--- src/rtl/div_32_iter.sv ---
// Iterative signed divider using restoring division, one quotient bit per clock.
// A start pulse from any state restarts the operation; RDY pulses once, WIDTH+1 edges after start.
module div_32_iter #(
  parameter int WIDTH = 32
) (
  input  logic             clock,
  input  logic             reset_n,
  input  logic             ctrl_DIV,
  input  logic [WIDTH-1:0] data_operandA,
  input  logic [WIDTH-1:0] data_operandB,
  output logic [WIDTH-1:0] data_result,
  output logic             data_exception,
  output logic             data_resultRDY
);

  localparam int CW = (WIDTH > 1) ? $clog2(WIDTH) : 1;
  localparam logic [CW-1:0] LAST_CNT = CW'(WIDTH - 1);

  typedef enum logic [1:0] {
    ST_IDLE = 2'd0,
    ST_RUN  = 2'd1,
    ST_DONE = 2'd2
  } state_t;

  state_t           r_state;
  logic [CW-1:0]    r_cnt;
  logic [WIDTH:0]   r_rem;
  logic [WIDTH:0]   r_divisor;
  logic [WIDTH-1:0] r_quo;
  logic             r_sign_q;
  logic             r_divzero;
  logic [WIDTH-1:0] r_result;
  logic             r_exception;
  logic             r_rdy;

  logic [WIDTH:0]   w_abs_a;
  logic [WIDTH:0]   w_abs_b;
  logic [WIDTH:0]   w_rem_sh;
  logic [WIDTH:0]   w_rem_nx;
  logic             w_ge;
  logic [WIDTH-1:0] w_quo_neg;

  // Operand magnitudes and one restoring step; r_quo shifts the dividend out of its MSB
  // while the new quotient bits shift in at the LSB.
  always_comb begin
    w_abs_a   = {1'b0, data_operandA};
    w_abs_b   = {1'b0, data_operandB};
    w_rem_sh  = {r_rem[WIDTH-1:0], r_quo[WIDTH-1]};
    w_ge      = (w_rem_sh >= r_divisor);
    w_rem_nx  = w_rem_sh;
    w_quo_neg = ~r_quo + {{(WIDTH-1){1'b0}}, 1'b1};
    if (data_operandA[WIDTH-1]) begin
      w_abs_a = ~{1'b1, data_operandA} + {{WIDTH{1'b0}}, 1'b1};
    end else begin
      w_abs_a = {1'b0, data_operandA};
    end
    if (data_operandB[WIDTH-1]) begin
      w_abs_b = ~{1'b1, data_operandB} + {{WIDTH{1'b0}}, 1'b1};
    end else begin
      w_abs_b = {1'b0, data_operandB};
    end
    if (w_ge) begin
      w_rem_nx = w_rem_sh - r_divisor;
    end else begin
      w_rem_nx = w_rem_sh;
    end
  end

  // Control FSM and datapath registers; a start pulse overrides whatever is in flight.
  always_ff @(posedge clock or negedge reset_n) begin
    if (!reset_n) begin
      r_state     <= ST_IDLE;
      r_cnt       <= {CW{1'b0}};
      r_rem       <= {(WIDTH+1){1'b0}};
      r_divisor   <= {(WIDTH+1){1'b0}};
      r_quo       <= {WIDTH{1'b0}};
      r_sign_q    <= 1'b0;
      r_divzero   <= 1'b0;
      r_result    <= {WIDTH{1'b0}};
      r_exception <= 1'b0;
      r_rdy       <= 1'b0;
    end else if (ctrl_DIV) begin
      r_state     <= ST_RUN;
      r_cnt       <= {CW{1'b0}};
      r_rem       <= {(WIDTH+1){1'b0}};
      r_divisor   <= w_abs_b;
      r_quo       <= w_abs_a[WIDTH-1:0];
      r_sign_q    <= data_operandA[WIDTH-1] ^ data_operandB[WIDTH-1];
      r_divzero   <= (data_operandB == {WIDTH{1'b0}});
      r_result    <= {WIDTH{1'b0}};
      r_exception <= 1'b0;
      r_rdy       <= 1'b0;
    end else begin
      case (r_state)
        ST_IDLE: begin
          r_rdy <= 1'b0;
        end
        ST_RUN: begin
          r_rem <= w_rem_nx;
          r_quo <= {r_quo[WIDTH-2:0], w_ge};
          r_cnt <= r_cnt + {{(CW-1){1'b0}}, 1'b1};
          r_rdy <= 1'b0;
          if (r_cnt == LAST_CNT) begin
            r_state <= ST_DONE;
          end else begin
            r_state <= ST_RUN;
          end
        end
        ST_DONE: begin
          // A zero divisor still runs the full iteration so latency stays fixed.
          if (r_divzero) begin
            r_result    <= {WIDTH{1'b0}};
            r_exception <= 1'b1;
          end else begin
            r_result    <= r_sign_q ? w_quo_neg : r_quo;
            r_exception <= 1'b0;
          end
          r_rdy   <= 1'b1;
          r_state <= ST_IDLE;
        end
        default: begin
          r_state <= ST_IDLE;
          r_rdy   <= 1'b0;
        end
      endcase
    end
  end

  assign data_result    = r_result;
  assign data_exception = r_exception;
  assign data_resultRDY = r_rdy;

endmodule
--- config.mk ---
export PLATFORM = sky130hd
export DESIGN_NAME = div_32_iter
export DESIGN_NICKNAME = d
export VERILOG_FILES = /design/src/rtl/div_32_iter.sv
export SDC_FILE = /design/constraint.sdc
export NUM_CORES = 1
export LEC_CHECK = 0
export ABC_CLOCK_PERIOD_IN_PS = 8600
export CORE_MARGIN = 5
export CORE_UTILIZATION = 46
export CTS_CLUSTER_SIZE = 25
export DETAILED_ROUTE_END_ITERATION = 12
export DONT_BUFFER_PORTS = 1
export PLACE_DENSITY = 0.71
export RECOVER_POWER = 100
export SYNTH_ARGS = -nofsm -noshare
export SYNTH_HDL_FRONTEND = slang
export SYNTH_SLANG_ARGS = --single-unit
--- constraint.sdc ---
create_clock -name clock -period 8.6 [get_ports clock]
set_input_delay 0.86 -clock clock [delete_from_list [all_inputs] [get_ports clock]]
set_output_delay 0.86 -clock clock [all_outputs]
set_load 0.01 [all_outputs]
-- Word level (Yosys, flattened, before mapping)
Cells that the tools add are included.
- add/subtract/negate cells: 5
- reduce and logical (&&, ||, !) cells: 4
- equal/unequal tests: 4
- order comparisons: 1
- bitwise operators: 4
- mux-type cells: 21
- operators with widths (cell ; count):
    $mux W32 ; 10
    $add A32 B1 Y32 const B ; 2
    $not A32 Y32 ; 2
    $add A33 B1 Y33 const B ; 1
    $ge A33 B33 Y1 ; 1
    $mux W33 ; 1
    $not A33 Y33 ; 1
    $logic_not A32 Y1 ; 1
    $sub A32 B32 Y32 ; 1
    $mux W5 ; 2
    $add A5 B1 Y5 const B ; 1
    $eq A5 B5 Y1 const B ; 1
    $mux W1 ; 5
    $mux W2 ; 2
    $pmux W2 S2 ; 1
    $reduce_bool A2 Y1 ; 2
    $eq A2 B1 Y1 const B ; 1
    $eq A2 B2 Y1 const B ; 1
    $logic_not A2 Y1 ; 1
    $ne A2 B2 Y1 const B ; 1
    $xor A1 B1 Y1 ; 1
- output and inout bits: 34
- register bits after elaboration: 140

-- Depth between registers and ports, before layout
Gate-level depths: netlist of run 1.
- depth in word-level cells: 6
- depth in mapped cells: 12
- gate-level depth less buffers: 11

-- Worst setup path before layout of run 1
OpenSTA, ideal clock, no wires.
- path kind: input port to flip-flop
- from: input data_operandB[5]
- to: register r_divisor[30]
- path slack: 5.795 ns
- required time: 8.463 ns
- path buffers: 0
- stages: 8
- arrival time: 2.667 ns
- path through: or4_1 nor4_2 nand3_1 nor4_1 nand2_1 o31ai_1 xor2_1 a21oi_1
- word-level cells in the longest chain between the ends: 3
- ends and longest elaborated chain (what ; RTL line ; source):
    start: declaration ; 10 ; input logic [WIDTH-1:0] data_operandB,
    $not A33 Y33 ; 58 ; w_abs_b = ~{1'b1, data_operandB} + {{WIDTH{1'b0}}, 1'b1};
    $add A33 B1 Y33 ; 58 ;
    $mux W33 ; 57 ; if (data_operandB[WIDTH-1]) begin
    end signal: assignment ; 75 ; r_divisor <= {(WIDTH+1){1'b0}};
    end signal: assignment ; 86 ; r_divisor <= w_abs_b;
    end: declaration ; 28 ; logic [WIDTH:0] r_divisor;
Every way passes these cells.
A chain may end at the register's enable or synchronous reset.

-- Final worst setup path of run 1
- from: register r_state[0]
- to: register r_rem[31]
- word-level cells in the longest chain between the ends: 2
- ends and longest elaborated chain (what ; RTL line ; source):
    start: declaration ; 25 ; state_t r_state;
    start signal: assignment ; 72 ; r_state <= ST_IDLE;
    start signal: assignment ; 83 ; r_state <= ST_RUN;
    start signal: assignment ; 104 ; r_state <= ST_DONE;
    $eq A2 B1 Y1 ; 94 ; case (r_state)
    $reduce_bool A2 Y1 (no line) ; - ;
    end signal: assignment ; 74 ; r_rem <= {(WIDTH+1){1'b0}};
    end signal: assignment ; 85 ; r_rem <= {(WIDTH+1){1'b0}};
    end signal: assignment ; 99 ; r_rem <= w_rem_nx;
    end: declaration ; 27 ; logic [WIDTH:0] r_rem;
Every way passes these cells.

==> run summary, run 1 <==
outcome = finished, violations left
failing checks = capacitance limit, slew limit
Met1 Wirelength = 10850 um
flops & latches, synth = 140
Setup TNS = 0 ps
leakage power = 4.508 nW
FF-to-FF setup slack = 4170 ps
family with the most delay on the worst path = buffers and inverters
largest net degree at the start of global routing = 156
startpoint types = register
hold_buf cts = 0
CP Class = register to register
post-DP HPWL = 16680 um
GRT Total Usage = 0.1972
Final Cycle Share = 0.5157
Syn Area/Cell = 8.608 um2
Via Count = 8013
row count = 53
DRT iter0 DRCs = 487
layout cells sized above 1 = 0.05877
I/O Buffers = 0
ys async rst share = 1.000
router iterations before antenna repair = 4
HP Class = primary input to async pin
drt drc = 0
Boundary Pins = 101
diodes inserted = 0
Sink Count = 140
number of global-route vias before repair = 7888
max-slew violations = 116
vias per cell = 5.802
antenna violations before repair = 0
grt ovf = 0
worst-margin pin slew = 3136 ps
DIE HEIGHT = 155.4 um
Critical-path top delay cell = clkbuf_1
fin util = 0.4973
WL/cell = 17.11 um
crit path time final = 4435 ps
most frequent cells in the layout = 140 x dfrtp_1, 138 x nand2_1, 104 x o21ai_0
Post-Route WL = 23630 um
CTS tree = yes
RSZ-0062 raised after global routing = false
Arrival @ worst endpoint = 4770 ps
Crit path buffers/inverters = 2
highest metal used = met4
Final ANT Viol Nets = 0
YS warnings = 0
skew final = 10.93 ps
CP max FO = 71
EDFF count, synth = 0
Core Region = 20890 um2
Post-Syn Area = 9718 um2
number of max-cap violations = 2
relative slew slack = -1.090
Post-CTS Setup Bufs = 0
Fin. Hold Viols = 0
critical path's largest stage delay = 2210 ps
non-filler instance count after layout = 1381
GPL Wtd Cong = 0.9108
critical path, cell by cell = inv_1 -> nor2_4 -> clkbuf_1 -> nand3_1 -> or3b_1 -> a31oi_1
met3 routed WL = 1530 um
Primary FF master, synth = dfrtp_1
Req. time, crit path = 8940 ps
met2 routed WL = 10860 um
Root Driver = clkbuf_16
Max Root-Sink Buffers = 2
initial core utilization = 0.4652
htree depth = 4
Worst VDD drop = 0.1099 mV
Post-CTS Resized = 0
full die area = 24130 um2
count of different cell masters after synthesis = 72
first-pass GRT wire length = 39520 um
commonest non-fill, non-tap cell in the layout = dfrtp_1
Area growth, synth to finish = 6.889%
Worst Setup End Kind = register
power per standard cell area = 166.0 nW/um2
Setup-failing EPs final = 0
synthesized instance count = 1129
Final Net Count = 1199
CTS clk-pin slew, worst paths = 70 ps
Clock Latency Late Sink = 420 ps
Die X = 155.4 um
fmax = 225.5 MHz
CTS buffer count = 17
sequential fraction of the synthesis area = 0.3605
placed insts = 1349
Mapped Nets = 1235
## report_power, final
| part | leakage, nW | internal [W] | switching (W) |
|---|---|---|---|
| logic | 2.43 | 0.000108 | 0.000127 |
| registers | 1.79 | 0.000696 | 0.0000450 |
| clock network | 0.284 | 0.000415 | 0.000333 |
## synth_stat cells (4+ instances only)
master      n  area (um2)
mux2i_1    41       410.4
a211oi_1   23       172.7
or3_1      16       100.1
xnor2_1    46       402.9
inv_1      49       183.9
nor2_1     84       315.3
a311oi_1    7       61.31
nand2b_1   10       62.56
nor4_1     11       68.82
ha_1       38       475.5
o31ai_1    32       240.2
or4_1      11       82.58
nor3_1     12       60.06
a21o_1     14       105.1
o21ai_1     6       30.03
and3_1     15       93.84
clkbuf_8    4       55.05
nor2b_1     8       50.05
a31oi_1     9       56.30
nand4_1    13       81.33
xor2_1     66       578.1
nand3_1    23       115.1
o21ai_0    99       495.5
a21oi_1    74       370.4
o41ai_1     9       78.83
or2_2       7       43.79
dfrtp_1   140        3503
clkbuf_1   43       161.4
o21bai_1    5       37.54
o22ai_1     5       31.28
nand2_1   138       518.0
o21a_1      6       45.04
buf_1       5       18.77
## worst register-to-register path, cell delays in order, from the launching register on
cell	delay [ps]
dfrtp_1	370
inv_1	100
nor2_4	100
clkbuf_1	2210
nand3_1	860
or3b_1	600
a31oi_1	130
## sequential cells by signal (all words and copies together), names as in the netlist
signal          count
data_exception      1
data_result        32
data_resultRDY      1
r_cnt               5
r_divisor          33
r_divzero           1
r_quo              32
r_rem              32
r_sign_q            1
r_state             2
## worst paths after layout
kind | startpoint | cells past startpoint | end
max | r_state[0] | 6 | r_rem[31]
min | reset_n | 0 | data_result[28]
max reg2reg | r_state[0] | 6 | r_rem[31]
min reg2reg | r_divisor[32] | 2 | r_divisor[32]
max in group asynchronous | reset_n | 0 | r_rem[28]
min in group clock | r_divisor[32] | 2 | r_divisor[32]
## area by class of cell
class / instances / area [um2]
Sequential cell: 140 / 3503
Fill cell: 1952 / 10500
Clock buffer: 17 / 425.4
Inverter: 49 / 183.9
Multi-Input combinational cell: 881 / 5738
Timing Repair Buffer: 4 / 18.77
Tap cell: 275 / 344.1
Clock inverter: 15 / 173.9
## metal layers
| layer | global-route usage | vias to the layer above |
|---|---|---|
| li1 | - | 3962 |
| met1 | 0.2678 | 3800 |
| met2 | 0.3144 | 219 |
| met3 | 0.04951 | 32 |
| met4 | 0.05377 | 0 |
| met5 | 0 | - |
## metrics by stage
stage / hold slack, ps / area (um2) / worst slack (ps) / power, W
6_report: 146.7 / 10390 / 4165 / 0.001724
5_1_grt: 117.8 / 10390 / 3759 / 0.001808
4_1_cts: 124.2 / 10410 / 5292 / 0.001742
3_5_place_dp: 489.8 / 9806 / 5384 / 0.0009873
3_3_place_gp: 478.7 / 9806 / 5439 / 0.0009816
2_1_floorplan: 463.1 / 9718 / 5795 / 0.0009492
## kinds of logic (layout without fill, tap and decap cells)
kind of cell             count (synthesis)  in the layout  synth area share
multiplexers                            43             43           0.04455
flip-flops                             140            140            0.3605
buffers and inverters                  108             85           0.04982
AND/OR/NAND/NOR                        368            368            0.1833
adder cells (fa/ha/maj)                 39             39           0.05099
AO/OA/AOI/OAI                          319            319            0.2099
XOR/XNOR                               112            112            0.1009
Note: power is estimated with default switching activity, not from simulation.
==> run 2, diff against run 1 <==
--- a/config.mk
+++ b/config.mk
@@ -5,7 +5,7 @@
 export SDC_FILE = /design/constraint.sdc
 export NUM_CORES = 1
 export LEC_CHECK = 0
-export ABC_CLOCK_PERIOD_IN_PS = 8600
+export ABC_CLOCK_PERIOD_IN_PS = 4450
 export CORE_MARGIN = 5
 export CORE_UTILIZATION = 46
 export CTS_CLUSTER_SIZE = 25
==> constraint.sdc (replaced) <==
create_clock -name clock -period 4.45 [get_ports clock]
set_input_delay 0.445 -clock clock [delete_from_list [all_inputs] [get_ports clock]]
set_output_delay 0.445 -clock clock [all_outputs]
set_load 0.01 [all_outputs]
==> run 2 against run 1 <==
The flow still finishes with violations (capacitance limit, slew limit). Worst hold slack got worse by 26 ps. Cell area up 0.26%. Cell count stayed put. Critical endpoint is now r_rem[29]. Critical path depth grew 3. Utilization rose by 0.13 points.
==> run summary, run 2 (synthesis results as in run 1) <==
worst-margin pin slew = 3522 ps (+386.8 ps)
Setup-failing EPs final = 0 (unchanged)
Hold Path Depth = 1
Arrival @ worst endpoint = 3670 ps (-1100 ps)
Clk pwr share = 0.449 (+0.015)
failing checks = capacitance limit, slew limit
crit path time final = 3354 ps (-1081 ps)
GPL Wtd Cong = 0.9307 (+2.2%)
CTS tree = yes
largest net degree at the start of global routing = 156 (unchanged)
full die area = 24130 um2 (unchanged)
Final ANT Viol Nets = 0 (unchanged)
startpoint types = register
Sequential Power Share = 0.413 (-0.017)
Sink Count = 140 (unchanged)
HP Class = primary input to register
drt drc = 0 (unchanged)
Reg2Reg Depth = 9 (+3)
Req. time, crit path = 4770 ps (-4170 ps)
WL/cell = 17.41 um (+1.8%)
Die X = 155.4 um (unchanged)
relative slew slack = -1.348 (-0.2578)
non-filler instance count after layout = 1381 (unchanged)
reg2reg start = r_rem[7]
diodes inserted = 0 (unchanged)
number of global-route vias before repair = 7902 (+0.18%)
initial core utilization = 0.4652 (unchanged)
Core Region = 20890 um2 (unchanged)
fmax = 298.1 MHz (+32%)
outcome = finished, violations left
Pint = 0.002471 W (+100%)
most frequent cells in the layout = 140 x dfrtp_1, 138 x nand2_1, 104 x o21ai_0
cell area after layout = 10420 um2 (+0.26%)
power per standard cell area = 333.8 nW/um2 (+100%)
htree depth = 4 (unchanged)
number of max-cap violations = 3 (+1)
Final Cycle Share = 0.7538 (+0.2381)
switch share = 0.2893 (-0.003642)
vias per cell = 5.896 (+1.6%)
max FFs per register = 33 (unchanged)
RSZ-0062 raised after global routing = false
placed insts = 1348 (-0.074%)
Worst VDD drop = 0.2448 mV (+120%)
critical path's largest stage delay = 700 ps (-1510 ps)
max-slew violations = 216 (+86%)
Fin. Hold Viols = 0 (unchanged)
post-DP HPWL = 16950 um (+1.7%)
r2r endpoint = r_rem[29]
layout cells sized above 1 = 0.05515 (-0.003617)
critical path, cell by cell = ha_1 -> and3_1 -> nand2_1 -> a2111oi_4 -> o31a_2 -> a211oi_1 -> nor2_4 -> nand4b_1 -> a311oi_1
GRT Total Usage = 0.1988 (+0.001621)
first-pass GRT wire length = 39550 um (about the same)
FF-to-FF setup slack = 1100 ps (-3070 ps)
leakage power = 4.539 nW (+0.69%)
CP max FO = 24 (-66%)
Sequential cell area = 3503 um2 (unchanged)
Clock Latency Late Sink = 420 ps (about the same)
HP Start = ctrl_DIV
Post-Route WL = 24040 um (+1.8%)
Comb pwr share = 0.139 (+0.003)
Area growth, synth to finish = 7.171%
Max Root-Sink Buffers = 2 (unchanged)
Multi-input gate area = 5722 um2 (-0.28%)
Most flops, register = r_divisor
DRT iter0 DRCs = 496 (+1.8%)
Post-CTS Resized = 0 (unchanged)
CP Class = register to register
Root Driver = clkbuf_16
row count = 53 (unchanged)
filler cell count = 1994 (+2.2%)
DIE HEIGHT = 155.4 um (unchanged)
skew final = 8.638 ps (-2.289 ps)
commonest non-fill, non-tap cell in the layout = dfrtp_1
post-placement cell area = 9798 um2 (about the same)
CTS clk-pin slew, worst paths = 70 ps (about the same)
Worst Setup End Kind = register
Setup TNS = 0 ps (unchanged)
CTS buffer count = 17 (unchanged)
WHS Endpoint = r_quo[1]
Via Count = 8142 (+1.6%)
grt ovf = 0 (unchanged)
Critical-path top delay cell = nor2_4
Psw = 0.001006 W (+99%)
Final Net Count = 1199 (unchanged)
Boundary Pins = 101 (unchanged)
Pwr Total = 0.003476 W (+100%)
I/O Buffers = 0 (unchanged)
antenna violations before repair = 0 (unchanged)
router iterations before antenna repair = 5 (+1)
run 2: cell types whose count changed in the layout (fill, tap and decap cells not counted), moves of 2 or more:
| cell | delta |
|---|---|
| bufinv_16 | +2 |
| a211oi_2 | -2 |
| clkinvlp_4 | -3 |
| a211oi_1 | +2 |
run 2: area by class of cell:
class                   count  share of cell area
multi-input cells         881              0.5494
well taps                 275             0.03304
flip-flops and latches    140              0.3364
repair buffers              4            0.001562
clock buffers              17             0.04085
clock inverters            15             0.02114
inverters                  49             0.01766
run 2: worst max-delay path: cells and delay by family, from the launching register on:
family	cells	cell delay [ps]
AOI/OAI and AO/OA	4	1110
and+or+nand+nor	4	1300
DFF	1	400
adders and majority gates	1	420
run 2: layer usage:
layer  wire [um]  up-vias  part of all wire  global-route usage
met1       11220     3899              0.47              0.2747
met2       10750      228              0.45              0.3087
met5           0        -                 0                   0
met3        1501       44             0.062             0.04089
met4         571        0             0.024             0.07378
li1            -     3971                 -                   -
run 2: power by group through the flow:
stage	sequential [W]	clock, W	combinational [W]
4_1_cts	0.00143	0.00158	0.000488
2_1_floorplan	0.00142	0	0.000411
5_1_grt	0.00145	0.00164	0.000544
3_3_place_gp	0.00145	0	0.000446
6_report	0.00144	0.00156	0.000482
3_5_place_dp	0.00146	0	0.000454
run 2: worst max path at each step:
stage                         start        end  slack [ps]
final                      r_rem[7]  r_rem[29]        1100
after floorplan           r_rem[14]  r_rem[30]        1700
after detailed placement   r_rem[7]   r_rem[4]        1190
after global routing        reset_n  r_rem[24]         450
after CTS                  r_rem[7]  r_rem[29]        1150
after global placement     r_rem[7]  r_rem[29]        1340
run 2: timing repair:
action                                  in CTS  in global routing
endpoints found under the setup margin       0                  0
hold endpoints to repair                   140                  0
hold buffers                                 1                  0
buffers inserted                             0                  0
run 2: through the flow:
stage	hold WS (ps)	util	worst slack (ps)
finish	121.1	0.4986	1096
global route	98.87	0.4986	448.8
CTS	56.45	0.5013	1151
detailed placement	159.0	0.4691	1190
global placement	160.1	0.4691	1343
floorplan	149.4	-	1695
==> run 3, diff against run 2 <==
--- a/config.mk
+++ b/config.mk
@@ -5,13 +5,13 @@
 export SDC_FILE = /design/constraint.sdc
 export NUM_CORES = 1
 export LEC_CHECK = 0
-export ABC_CLOCK_PERIOD_IN_PS = 4450
+export ABC_CLOCK_PERIOD_IN_PS = 2950
 export CORE_MARGIN = 5
 export CORE_UTILIZATION = 46
 export CTS_CLUSTER_SIZE = 25
 export DETAILED_ROUTE_END_ITERATION = 12
 export DONT_BUFFER_PORTS = 1
-export PLACE_DENSITY = 0.71
+export PLACE_DENSITY = 0.73
 export RECOVER_POWER = 100
 export SYNTH_ARGS = -nofsm -noshare
 export SYNTH_HDL_FRONTEND = slang
==> constraint.sdc (replaced) <==
create_clock -name clock -period 2.95 [get_ports clock]
set_input_delay 0.295 -clock clock [delete_from_list [all_inputs] [get_ports clock]]
set_output_delay 0.295 -clock clock [all_outputs]
set_load 0.01 [all_outputs]
==> run 3 against run 2 <==
The flow finishes with violations (hold timing, capacitance limit, slew limit). Sequential power rose by 51%. Maximum frequency is 17% higher. Worst hold slack worse by 550 ps. Non-clock buffer count up 29. Register-to-register slack worse by 1000 ps. Combinational power rose by 58%. Clock skew up 3.5 ps. Highest routed layer unchanged.
==> run summary, run 3 (synthesis results as in run 1) <==
CTS buffer count = 17 (unchanged)
Final Cycle Share = 0.9744 (+0.2207)
fmax = 347.9 MHz (+17%)
Most flops, register = r_divisor
Req. time, crit path = 3270 ps (-1500 ps)
Arrival @ worst endpoint = 3190 ps (-480 ps)
most frequent cells in the layout = 140 x dfrtp_1, 138 x nand2_1, 103 x o21ai_0
startpoint types = register
power per standard cell area = 480.2 nW/um2 (+44%)
Multi-input gate area = 5882 um2 (+2.8%)
Final Net Count = 1228 (+2.4%)
Setup TNS = 0 ps (unchanged)
filler cell count = 1909 (-4.3%)
Pwr Total = 0.005190 W (+49%)
critical path, cell by cell = ha_1 -> o21ai_0 -> a21oi_1 -> o31ai_1 -> a21oi_1 -> or3_1 -> nand2_8 -> a21oi_1 -> a211oi_1
Worst VDD drop = 0.3273 mV (+34%)
CTS clk-pin slew, worst paths = 70 ps (about the same)
Post-Route WL = 24970 um (+3.8%)
Clk pwr share = 0.436 (-0.013)
drt drc = 0 (unchanged)
max-slew violations = 34 (-84%)
critical path's largest stage delay = 500 ps (-200 ps)
Psw = 0.001519 W (+51%)
htree depth = 4 (unchanged)
first-pass GRT wire length = 40830 um (+3.2%)
crit path time final = 2875 ps (-479.7 ps)
row count = 53 (unchanged)
Critical Path Start = r_rem[26]
Max Root-Sink Buffers = 2 (unchanged)
Fin. Hold Viols = 140 (+140)
Boundary Pins = 101 (unchanged)
outcome = finished, violations left
WL/cell = 17.71 um (+1.7%)
CTS tree = yes
DRT iter0 DRCs = 560 (+13%)
Final WS setup = 75.47 ps (-1020 ps)
Core Region = 20890 um2 (unchanged)
worst hold margin = -427.4 ps (-548.5 ps)
Setup-failing EPs final = 0 (unchanged)
pre-CTS setup slack = 69.61 ps (-1120 ps)
initial core utilization = 0.4652 (unchanged)
layout cells sized above 1 = 0.09692 (+0.04176)
RSZ-0062 raised after global routing = true
skew final = 12.12 ps (+3.480 ps)
hold_buf cts = 6 (+5)
Sequential cell area = 3503 um2 (unchanged)
r2r endpoint = r_rem[24]
Root Driver = clkbuf_16
GRT Total Usage = 0.2051 (+0.006304)
CP Class = register to register
Area growth, synth to finish = 11.23%
Pint = 0.003671 W (+49%)
Worst Setup End Kind = register
reg2reg start = r_rem[26]
Clock Latency Late Sink = 430 ps (about the same)
largest net degree at the start of global routing = 141 (-9.6%)
grt ovf = 0 (unchanged)
CP max FO = 19 (-21%)
worst-margin pin slew = 1519 ps (-2003 ps)
router iterations before antenna repair = 5 (unchanged)
fin util = 0.5175 (+0.01887)
Reg2Reg Depth = 9 (unchanged)
post-DP HPWL = 17000 um (+0.26%)
number of global-route vias before repair = 8166 (+3.3%)
GPL Wtd Cong = 0.8975 (-3.6%)
relative slew slack = -0.01256 (+1.336)
full die area = 24130 um2 (unchanged)
most frequent CP cell = a21oi_1
Final ANT Viol Nets = 0 (unchanged)
number of max-cap violations = 1 (-2)
DIE HEIGHT = 155.4 um (unchanged)
Sink Count = 140 (unchanged)
Via Count = 8264 (+1.5%)
Critical Path End = r_rem[24]
failing checks = hold timing, capacitance limit, slew limit
max FFs per register = 33 (unchanged)
Sequential Power Share = 0.418 (+0.005)
leakage power = 4.681 nW (+3.1%)
antenna violations before repair = 0 (unchanged)
Die X = 155.4 um (unchanged)
Critical-path top delay cell = or3_1
HP Class = primary input to async pin
FF-to-FF setup slack = 80 ps (-1020 ps)
vias per cell = 5.861 (-0.59%)
Comb pwr share = 0.147 (+0.008)
I/O Buffers = 0 (unchanged)
switch share = 0.2927 (+0.003365)
commonest non-fill, non-tap cell in the layout = dfrtp_1
diodes inserted = 0 (unchanged)
run 3: critical path: cells and delay by family (launching register included):
kind	cells	cell delay, ps
AOI/OAI and AO/OA	6	1320
and+or+nand+nor	2	700
DFF	1	420
adders and majority gates	1	320
run 3: area by class of cell:
| class | instances | area share |
|---|---|---|
| Multi-Input combinational cell | 881 | 0.5442 |
| Sequential cell | 140 | 0.3241 |
| Clock buffer | 17 | 0.03936 |
| Tap cell | 275 | 0.03183 |
| Timing Repair Buffer | 33 | 0.02581 |
| Clock inverter | 15 | 0.01771 |
| Inverter | 49 | 0.01702 |
run 3: worst min path at each step:
stage | start | end | slack (ps)
2_1_floorplan | reset_n | data_exception | -0.6
3_3_place_gp | reset_n | data_result[28] | 10
3_5_place_dp | reset_n | data_result[28] | 8
4_1_cts | reset_n | data_result[5] | -450
5_1_grt | reset_n | data_result[28] | -450
6_report | reset_n | data_result[22] | -430
run 3: through the flow:
step / cells / area (um2)
after floorplan: 1129 / 9718
after global placement: 1371 / 9983
after detailed placement: 1371 / 9983
after CTS: 1409 / 10680
after global routing: 1410 / 10810
final: 1410 / 10810
run 3: power by group through the flow:
stage / combinational [W] / sequential (W) / clock, W
final: 0.000762 / 0.00217 / 0.00226
after global routing: 0.000857 / 0.00218 / 0.00239
after CTS: 0.000747 / 0.00216 / 0.00230
after detailed placement: 0.000703 / 0.00220 / 0
after global placement: 0.000690 / 0.00219 / 0
after floorplan: 0.000620 / 0.00215 / 0
run 3: timing repair:
action	CTS	global route
resized for setup	0	36
setup buffers	0	1
endpoints found under the setup margin	0	31
endpoints found under the hold margin	234	140
run 3: per-layer routing:
| layer | part of all wire | up-vias | track usage |
|---|---|---|---|
| met3 | 0.067 | 37 | 0.04673 |
| met5 | 0 | - | 0 |
| li1 | - | 4024 | - |
| met1 | 0.45 | 3949 | 0.2785 |
| met4 | 0.018 | 0 | 0.06419 |
| met2 | 0.46 | 254 | 0.3268 |
==> edit: new RTL, flow settings as in run 3 <==
Re-encode `state_t` (3 states) as one-hot, 3 bits wide.
--- a/src/rtl/div_32_iter.sv
+++ b/src/rtl/div_32_iter.sv
@@ -16,10 +16,10 @@
   localparam int CW = (WIDTH > 1) ? $clog2(WIDTH) : 1;
   localparam logic [CW-1:0] LAST_CNT = CW'(WIDTH - 1);
 
-  typedef enum logic [1:0] {
-    ST_IDLE = 2'd0,
-    ST_RUN  = 2'd1,
-    ST_DONE = 2'd2
+  typedef enum logic [2:0] {
+    ST_IDLE = 3'b001,
+    ST_RUN  = 3'b010,
+    ST_DONE = 3'b100
   } state_t;
 
   state_t           r_state;
Function: same outputs for any inputs over 10 cycles, from zero or initial values and one cycle with reset_n low; not proved beyond that.
==> edit against run 3 <==
- the flow finishes with violations (hold timing, capacitance limit, slew limit, setup timing)
- area after synthesis is 2.8% lower
- setup slack lost 0.29 ns
- sequential cell count is 1 higher
- wire length increased by 1.1%
- sequential share of layout area shrank 0.41 points
- first-iteration DRC count grew 29%
- cell area up 2.0%
- critical path depth fell by 1
- critical path type unchanged
- largest cell class unchanged
Power is not compared: it rests on default switching activity, and its combinational part moved more than twofold at a synthesized area within 25%.
==> edit: results (changes against run 3) <==
Status
  • Status: finished with violations
  • Failing checks: hold timing, capacitance limit, slew limit, setup timing

Detailed routing
  • DR vias/cell: 5.80 (-1.1%)
  • DR iter-0 viols: 725 (+29%)
  • Drt first pass iters: 5 (unchanged)
  • Via count: 8413 (+1.8%)
  • DR WL/cell: 17.4 um (-1.7%)

Clocking
  • Htree depth: 4 (unchanged)
  • CTS max path bufs: 2 (unchanged)
  • Clock latency on the worst-skew pair: 0.43 ns (about the same)
  • Worst-path clk slew: 0.07 ns (about the same)
  • CTS buffer count: 17 (unchanged)

Cells and area
  • Fillers: 1832 (-4.0%)
  • Layout net count: 1274 (+3.7%)
  • Share of layout cells above drive strength 1: 12.8% (+3.1 points)
  • Max FFs per register: 33 (unchanged)
  • Antenna diode count: 0 (unchanged)
  • Top reg by flops: r_divisor

Power
  • Sequential Power Share: about 29%
  • Worst vdd ir: roughly 0.47 mV
  • Power Density: between 800 and 900 nW/um2
  • Pwr Total: between 0.008 and 0.009 W
  • Psw: 0.00348 W
  • Leakage: roughly 5.0 nW

Synth
  • Post-synthesis cell type count: 59 (-18%)
  • Top_reg_cell synth: dfrtp_1
  • Mapped Cells: 1126 (-0.27%)
  • Post-Syn Nets: 1232 (-0.24%)
  • Seq/Total Area, Yosys: 37.4% (+1.3 points)
  • Synth top cells by count: dfrtp_1 (140), nand2_1 (130), o21ai_0 (119)
  • Synth area leaders: dfrtp_1 (37%), xor2_1 (6.9%), o21ai_0 (6.3%)

Place
  • Port bufs: 0 (unchanged)
  • DP HPWL: 16400 um (-3.6%)
  • Pre-CTS WS: -0.191 ns (-0.260 ns)
  • GP Congestion: 0.884 (-1.5%)
  • DP Area: 10100 um2 (+1.4%)
  • Inst Count DP: 1404 (+2.4%)

Critical path
  • CP Launch Type: flop
  • Crit Path Max Fanout: 4 (-15)
  • RR Startpoint: r_quo[10]
  • CP max stage cell: or4_4
  • Largest stage delay, worst path: 0.54 ns (+0.04 ns)
  • WP data arrival: 3.44 ns (+0.25 ns)
  • Largest delay share family, worst path: simple AND/OR/NAND/NOR gates

STA
  • Setup Viol. Count Final: 33 (+33)
  • Setup WS post-layout: -0.210 ns (-0.286 ns)
  • Final Skew: 0.0130 ns (+0.000914 ns)
  • Final hold vios: 141 (+0.71%)
  • Slew @ Worst Pin: 2.00 ns (+0.482 ns)
  • Final Max Slew Viols: 97 (+190%)
  • Total negative slack: -1.75 ns (-1.75 ns)
  • Hold_ws: -0.443 ns (-0.0153 ns)

GRT
  • Vias in the first global route: 8041 (-1.5%)
  • Initial antenna violation count: 0 (unchanged)
  • GRT Util Overall: 20.6% (+0.077 points)
  • First-pass GRT wire length: 40300 um (-1.3%)
  • Largest net degree at the start of global routing: 142 (+0.71%)

Hold path
  • Hold Crit Class: in2async

Run
  • Max_cap viols: 1 (unchanged)
-- edit: cell count changes after synthesis, sizes merged, moves of 8 or more --
cell	change
a21oi	+43
o21ai	+21
mux2i	-19
a211oi	-18
nand3	-13
nor4	-10
nand2	-9
or3	+8
xor2	+8
-- edit: what timing repair did --
action                                 4_1_cts  5_1_grt
buffers inserted                             1        9
endpoints found under the hold margin      202      143
resized for setup                            7       38
pin swaps                                    3       20
hold buffers                                 3        1
cloned                                       0        2
setup endpoints to repair                   18       38
-- edit: logic make-up (layout without fill, tap and decap cells) --
kind of cell	after synthesis	count (layout)	share of synthesized area, %
muxes	24	24	2.57
adders and majority gates	39	39	5.24
and+or+nand+nor	338	338	17.0
DFF	141	141	37.4
xor gates and xnor gates	116	116	10.8
buffers and inverters	109	164	4.33
AOI/OAI and AO/OA	359	359	22.7
-- edit: cell type report --
type	count	area share, %
multi-input cells	876	51.9
flip-flops and latches	141	32.0
clock inverters	12	1.16
repair buffers	83	6.03
inverters	49	1.67
well taps	270	3.06
clock buffers	20	4.14
-- edit: metal layers --
metal  track usage, %  vias to the layer above  part of all wire [%]
met5                0                        -                     0
met1             27.4                     4003                    44
met2             34.1                      296                    47
met3             4.83                       40                   6.9
met4             4.92                        0                   1.8
li1                 -                     4074                     -
-- edit: path summary, 6_finish.rpt --
| kind | to | slack [ns] | depth (start not counted) |
|---|---|---|---|
| worst min register to register | r_divisor[0] | 0.52 | 1 |
| worst min-delay path | data_result[16] | -0.44 | 0 |
| worst max-delay path | data_result[26] | -0.21 | 8 |
| worst max register to register | data_result[26] | -0.21 | 8 |
| max in group asynchronous | r_state[0] | 3.20 | 0 |
| min in group clock | r_quo[29] | 0.02 | 2 |
